File: src/rtl/int_stream_rr_arbiter.sv
// Round-robin arbiter sharing one registered 32-bit valid/ready stream
// between NUM_REQ producers, with bounded burst locking and source tagging.
module int_stream_rr_arbiter #(
    parameter int NUM_REQ = 4,
    parameter int ID_W    = 2,
    parameter int BURST   = 4
) (
    input  logic                  clk,
    input  logic                  rstn,
    input  logic [NUM_REQ-1:0]    in_valid,
    input  logic [NUM_REQ*32-1:0] in_data,
    output logic [NUM_REQ-1:0]    in_ready,
    output logic                  out_valid,
    output logic [31:0]           out_data,
    output logic [ID_W-1:0]       out_id,
    input  logic                  out_ready,
    output logic                  busy
);

    typedef enum logic {IDLE, LOCKED} state_t;

    localparam logic [7:0]      BURST_LAST = 8'(BURST - 1);
    localparam logic [ID_W-1:0] LAST_IDX   = ID_W'(NUM_REQ - 1);

    state_t          state;
    state_t          state_nxt;
    logic [ID_W-1:0] grant;
    logic [ID_W-1:0] last_grant;
    logic [ID_W-1:0] pick;
    logic            pick_ok;
    logic [7:0]      burst_cnt;
    logic            sel_valid;
    logic [31:0]     sel_data;
    logic            can_load;
    logic            xfer;
    logic            last_beat;

    assign can_load  = !out_valid || out_ready;
    assign xfer      = (state == LOCKED) && sel_valid && can_load;
    assign last_beat = (burst_cnt == BURST_LAST);

    // Route the granted requester's valid and data onto the shared path
    always_comb begin
        sel_valid = 1'b0;
        sel_data  = '0;
        for (int i = 0; i < NUM_REQ; i++) begin
            if (grant == ID_W'(i)) begin
                sel_valid = in_valid[i];
                sel_data  = in_data[32*i +: 32];
            end
        end
    end

    // Find the first valid requester after the previous owner, wrapping
    always_comb begin
        logic [ID_W-1:0] idx;
        pick    = '0;
        pick_ok = 1'b0;
        idx     = '0;
        for (int k = 1; k <= NUM_REQ; k++) begin
            idx = ID_W'((int'(last_grant) + k) % NUM_REQ);
            if (!pick_ok && in_valid[idx]) begin
                pick    = idx;
                pick_ok = 1'b1;
            end
        end
    end

    // State register
    always_ff @(posedge clk or negedge rstn) begin
        if (!rstn) state <= IDLE;
        else       state <= state_nxt;
    end

    // Lock on a pick; release on a dropped valid or the final burst beat
    always_comb begin
        state_nxt = state;
        case (state)
            IDLE:    if (pick_ok) state_nxt = LOCKED;
            LOCKED:  if (!sel_valid || (xfer && last_beat)) state_nxt = IDLE;
            default: state_nxt = IDLE;
        endcase
    end

    // Only the owner may push, and only when the output register frees up
    always_comb begin
        in_ready = '0;
        busy     = (state == LOCKED);
        if (rstn && state == LOCKED && can_load) in_ready[grant] = 1'b1;
    end

    // Grant, rotation pointer and beat counter bookkeeping
    always_ff @(posedge clk or negedge rstn) begin
        if (!rstn) begin
            grant      <= '0;
            last_grant <= LAST_IDX;
            burst_cnt  <= '0;
        end else begin
            case (state)
                IDLE: begin
                    if (pick_ok) begin
                        grant     <= pick;
                        burst_cnt <= '0;
                    end
                end
                LOCKED: begin
                    if (!sel_valid) begin
                        last_grant <= grant;
                    end else if (xfer) begin
                        if (last_beat) last_grant <= grant;
                        else           burst_cnt  <= burst_cnt + 8'd1;
                    end
                end
                default: ;
            endcase
        end
    end

    // Single output register: load on transfer, drain when accepted
    always_ff @(posedge clk or negedge rstn) begin
        if (!rstn) begin
            out_valid <= 1'b0;
            out_data  <= '0;
            out_id    <= '0;
        end else if (xfer) begin
            out_valid <= 1'b1;
            out_data  <= sel_data;
            out_id    <= grant;
        end else if (out_ready) begin
            out_valid <= 1'b0;
        end
    end

endmodule

File: config.mk
export PLATFORM = sky130hd
export DESIGN_NAME = int_stream_rr_arbiter
export DESIGN_NICKNAME = d
export VERILOG_FILES = /design/src/rtl/int_stream_rr_arbiter.sv
export SDC_FILE = /design/constraint.sdc
export NUM_CORES = 1
export LEC_CHECK = 0
export BUFFER_PORTS_ARGS = -buffer_cell sky130_fd_sc_hd__buf_4
export CAP_MARGIN = 40
export CORE_ASPECT_RATIO = 1.5
export CORE_UTILIZATION = 39
export CTS_CLUSTER_DIAMETER = 30
export CTS_CLUSTER_SIZE = 28
export DETAILED_ROUTE_END_ITERATION = 6
export PLACE_DENSITY = 0.77
export SLEW_MARGIN = 20
export SYNTH_ARGS = -nofsm -noshare
export SYNTH_HDL_FRONTEND = slang
export SYNTH_SLANG_ARGS = --single-unit
File: constraint.sdc
create_clock -name clk -period 1.9 [get_ports clk]
set_clock_uncertainty 0.05 [all_clocks]
set_input_delay 0.475 -clock clk [delete_from_list [all_inputs] [get_ports clk]]
set_output_delay 0.475 -clock clk [all_outputs]
set_load 0.05 [all_outputs]
== After elaboration in Yosys (flattened, before gate mapping) ==
Index checks and enable logic that the tools add are counted.

* Flip-flop bits (word level): 48
* Bits of input ports: 135
* Output and inout bits: 40
* Logic and storage cells: 90

* Add/sub/neg operators: 5
* Magnitude comparators: 6
* Equality and inequality tests: 10
* Multiplexer cells: 40
* Bitwise logic cells: 1
* Reduce and logical (&&, ||, !) cells: 21

{| class="wikitable"
|+ Operators with widths
! kind !! number
|-
| $mux W32 || 4
|-
| $mux W8 || 4
|-
| $mux W1 || 17
|-
| $pmux W8 S2 || 1
|-
| $lt A2 B3 Y1 const B || 5
|-
| $mux W2 || 7
|-
| $logic_and A1 B1 Y1 || 9
|-
| $add A8 B1 Y8 const B || 1
|-
| $bmux W1 S2 || 4
|-
| $eq A8 B2 Y1 const B || 1
|-
| $ne A2 B1 Y1 const B || 4
|-
| $logic_not A1 Y1 || 5
|-
| $add A2 B1 Y2 const B || 2
|-
| $add A2 B2 Y2 const B || 2
|-
| $eq A2 B2 Y1 const B || 2
|-
| $mux W4 || 1
|-
| $ne A2 B2 Y1 const B || 2
|-
| $reduce_and A4 Y1 || 1
|-
| $reduce_and A3 Y1 || 1
|-
| $demux W1 S2 || 1
|-
| $eq A2 B1 Y1 const B || 1
|-
| $ge A2 B1 Y1 const B || 1
|-
| $logic_not A2 Y1 || 1
|-
| $logic_or A1 B1 Y1 || 2
|-
| 4 further kinds || 4
|}

== Longest topological paths before layout ==
* Depth after elaboration: 15
* Depth in mapped cells: 7
* Mapped depth without buffers: 5

== Least setup slack after synthesis ==
No wires, ideal clock.

* Kind: flip-flop to output port
* From: register state, in the netlist busy
* To: output in_ready[0]
* Arrival time: 2317 ps
* Data required time: 1375 ps
* Setup slack: -942 ps
* Cell stages (with the launch flop): 5
* Buffers on the path: 1
* Cell sequence: dfrtp_1 > clkbuf_1 > and2_1 > nand2_1 > nor3_1

* Cells in the longest elaborated chain, start to end: 3

{| class="wikitable"
|+ RTL lines
! what !! RTL line !! RTL
|-
| from (decl) || 25 || <nowiki>state_t state;</nowiki>
|-
| from (signal assigned) || 72 || <nowiki>else state <= state_nxt;</nowiki>
|-
| $logic_and A1 B1 Y1 (2 in a row) || 89 || <nowiki>if (rstn && state == LOCKED && can_load) in_ready[grant] = 1'b1;</nowiki>
|-
| $mux W4 || 89 ||
|-
| to (decl) || 12 || <nowiki>output logic [NUM_REQ-1:0] in_ready,</nowiki>
|}

No other way between the ends.

== Worst setup path in the final report ==
* From: register out_valid
* To: output in_ready[1]

* Cells in the longest elaborated chain, start to end: 4

{| class="wikitable"
|+ RTL lines
! what !! RTL line !! RTL
|-
| from (decl) || 13 || <nowiki>output logic out_valid,</nowiki>
|-
| from (signal assigned) || 122 || <nowiki>out_valid <= 1'b0;</nowiki>
|-
| from (signal assigned) || 126 || <nowiki>out_valid <= 1'b1;</nowiki>
|-
| from (signal assigned) || 130 || <nowiki>out_valid <= 1'b0;</nowiki>
|-
| $logic_not A1 Y1 || 38 || <nowiki>assign can_load = !out_valid || out_ready;</nowiki>
|-
| $logic_or A1 B1 Y1 || 38 ||
|-
| $logic_and A1 B1 Y1 || 89 ||
|-
| $mux W4 || 89 ||
|}

No other way between the ends.

==> impl_summary.md <==
Status
The flow ran to the end, but the final reports show violations. The checks that failed: negative setup slack.

Worst setup path
STA puts the critical path data required time at 1.37 ns. In this design, the stage delay of the slowest critical-path cell is 0.41 ns. The signal on the critical path passes through nand2b_1, and2_4, nand2_8, nor3_4, buf_6. By startpoint and endpoint, the worst setup path is classified as reg -> out. The kind of end point of the critical path is an output pin. The launching element type of the critical path is a register.

Together, buffers and inverters on the worst path number 1. In this run the worst path has a maximum fanout of 4. The slowest stage of the critical path is the dfrtp_2 cell. The cell family contributing the most delay on the critical path is simple AND/OR/NAND/NOR gates.

The arrival time reported for the critical path endpoint is 1.41 ns.

STA
Setup repair after global routing could not meet its margin everywhere. The highest clock frequency the design can meet is 516.7 MHz. Summed over all failing endpoints, the final setup total negative slack is -0.1964 ns.

The final number of hold-violating endpoints is 0. For the pin with the worst max-slew slack, the measured transition is 0.6080 ns. Of the available clock period, the critical path in the final layout requires 101.9%. Final hold analysis gives a worst-case slack of 0.2775 ns. The final worst slack is -0.03543 ns. The max-slew violation total from the final report is 0. The count of endpoints failing setup in the final report is 9.

The relative slew slack is 59.47%. The post-route minimum period is 1.935 ns.

Final layout
The post-route netlist has 72.10% of its cells at a drive strength greater than 1. The final-layout fill cell count is 583. The repair_antennas step left the layout with diodes totalling 0. The sequential cell area is 1209 µm². The synthesis-to-finish area growth is 66.41%. Once layout is complete, the cells apart from fillers number 505. The area of combinational cells with multiple inputs is 1695 µm². Cells fill 66.64% of the core in the end. The final layout net count is 540.

Detailed routing
The final route contains 2660 vias. The number of DRC markers in iteration 0 is 132. In the routed design, unresolved DRC markers number 0. The count of nets left with antenna violations after detail routing is 0. The sum of routed wire length over all layers is 8382 µm.

The detail-routed via count per cell is 5.267. The first TritonRoute pass finished after 5 iterations. After detailed routing, the average wire length per cell comes to 16.60 µm.

Placed design
The final estimated routing congestion in global placement is 0.9039. Port buffering added 174 buffers. In this run, placement finished with an instance count of 485. The placed wire-length estimate is 6429 µm.

Die
The initial core utilization is 40.05%. The core region is 7179 µm². The overall die width is 72.11 µm.

The boundary pin count is 175. The die height is 107.2 µm. The floorplan has 38 rows. The overall die area is 7727 µm².

Synthesis
The number of enable flip-flop cells after synthesis is 0. The total standard cell area after synthesis is 2875 µm². The most used flip-flop cell after synthesis is dfrtp_1.

Yosys attributes the largest share of cell area to dfrtp_1, mux4_2, mux2_2. Synthesis handed over a netlist of 211 instances. The average instance in the mapped netlist occupies 13.63 µm². The most common cell in the netlist is dfrtp_1. The sequential fraction of the synthesis area is 41.86%. In the synthesized netlist, the cells that appear most often are dfrtp_1, mux2_2, mux4_2, nand2_1, inv_1. Synthesis produced a netlist with a net count of 347. The number of register bits inferred by synthesis is 48. The synthesis warning total is 0. The async set-or-reset flop fraction in the synthesized netlist is 100.0%. After synthesis, the netlist uses 33 different library cells. The proportion of netlist area held by the largest area contributor is 40.03%.

Of all cell types, the one taking the most synthesized area is dfrtp_1.

Global route
The total track usage is 21.75%. The number of global-route vias before repair was 2820. The first global-routing pass estimated 12760 µm of wire.

The largest net degree at the start of global routing is 49. Summed over all layers, the global routing overflow is 0. The number of antenna violations at the first check in global routing is 0.

Clock tree
The hold buffer count at CTS is 0. TritonCTS built the clock tree. The CTS root buffer is clkbuf_8.

Clock latency on the worst-skew pair, taken at its later pin, is 0.29 ns. The CTS buffer count is 5. The clock drives 48 sinks. The clock-pin slew reported for the worst setup and hold paths after clock tree synthesis is 0.08 ns. The clock passes through at most 2 buffers. The H-tree was split into 2 levels.

Power and ir drop
The worst-case vdd ir drop is 0.0007785 V. The static power due to leakage is 2.267 nW. The post-route total power is 0.008144 W.

The cell area power density is 1702 nW/µm².

Min path
The class of the tightest hold or removal check is in -> async.

Job
Max-cap violations in this run came to 0.
[power breakdown]
part | leakage [nW] | total (W) | switching [W] | internal (W)
combinational | 1.64 | 0.00560 | 0.00301 | 0.00259
sequential | 0.575 | 0.00182 | 0.000310 | 0.00151
clock | 0.0552 | 0.000721 | 0.000330 | 0.000391
total | 2.27 | 0.00814 | 0.00365 | 0.00450
[registers in the layout, summed over array words and instances, names as in the netlist]
name	cells
burst_cnt	8
busy	1
grant	2
last_grant	2
out_data	32
out_id	2
out_valid	1
[metrics by stage]
stage          area, µm²  setup WS, ns
2_1_floorplan       2975       -0.1116
3_5_place_dp        4452      -0.05257
3_3_place_gp        4452      -0.01666
6_report            4785      -0.03543
4_1_cts             4683      -0.03974
5_1_grt             4785       -0.1123
[kinds of logic (layout without fill, tap and decap cells)]
kind of cell             Yosys count  count (layout)  share of synthesized area [%]
AND/OR/NAND/NOR                   39              39                          6.745
adder cells (fa/ha/maj)            1               1                         0.4351
buffers and inverters             23             217                          3.786
flip-flops                        48              48                          41.86
multiplexers                      72              72                          40.95
AO/OA/AOI/OAI                     28              28                          6.223
[cell usage in the layout, fill, tap and decap left out, types with 6 or more instances in the layout]
cell type  count
a21oi_1        6
nand3_1        6
mux4_2        33
mux2_2        22
buf_6          8
mux2_4        13
nand2_1       12
o21ai_0        6
buf_4        188
dfrtp_1       42
inv_1          7
[layer usage]
metal | GRT usage [%] | part of all wire (%)
met1 | 22.31 | 33
met2 | 42.06 | 60
met3 | 4.041 | 4.5
met4 | 8.403 | 2.3
met5 | 0 | 0
[worst paths after layout]
kind,from,to,slack (ns),cells past startpoint
min in group clk,out_id[1],out_id[1],0.45,2
hold reg to reg,out_id[1],out_id[1],0.45,2
setup reg to reg,grant[1],burst_cnt[1],-0.03,6
max in group asynchronous,rstn,grant[1],1.08,2
hold / removal,rstn,out_valid,0.28,2
setup / recovery,out_valid,in_ready[1],-0.04,5
[repair_timing]
action,in CTS,in global routing
cloned,1,0
setup endpoints to repair,4,7
setup buffers,8,3
gates resized for setup,8,20
pin swaps,3,4
[layout make-up]
type	count	share of cell area, %
multi-input combinational	140	35.43
tap	100	2.615
timing repair buffer	201	33.73
clock inverter	2	0.7322
inverter	8	0.7061
clock buffer	6	1.517
sequential	48	25.26
Power figures use the tool's default switching activity.
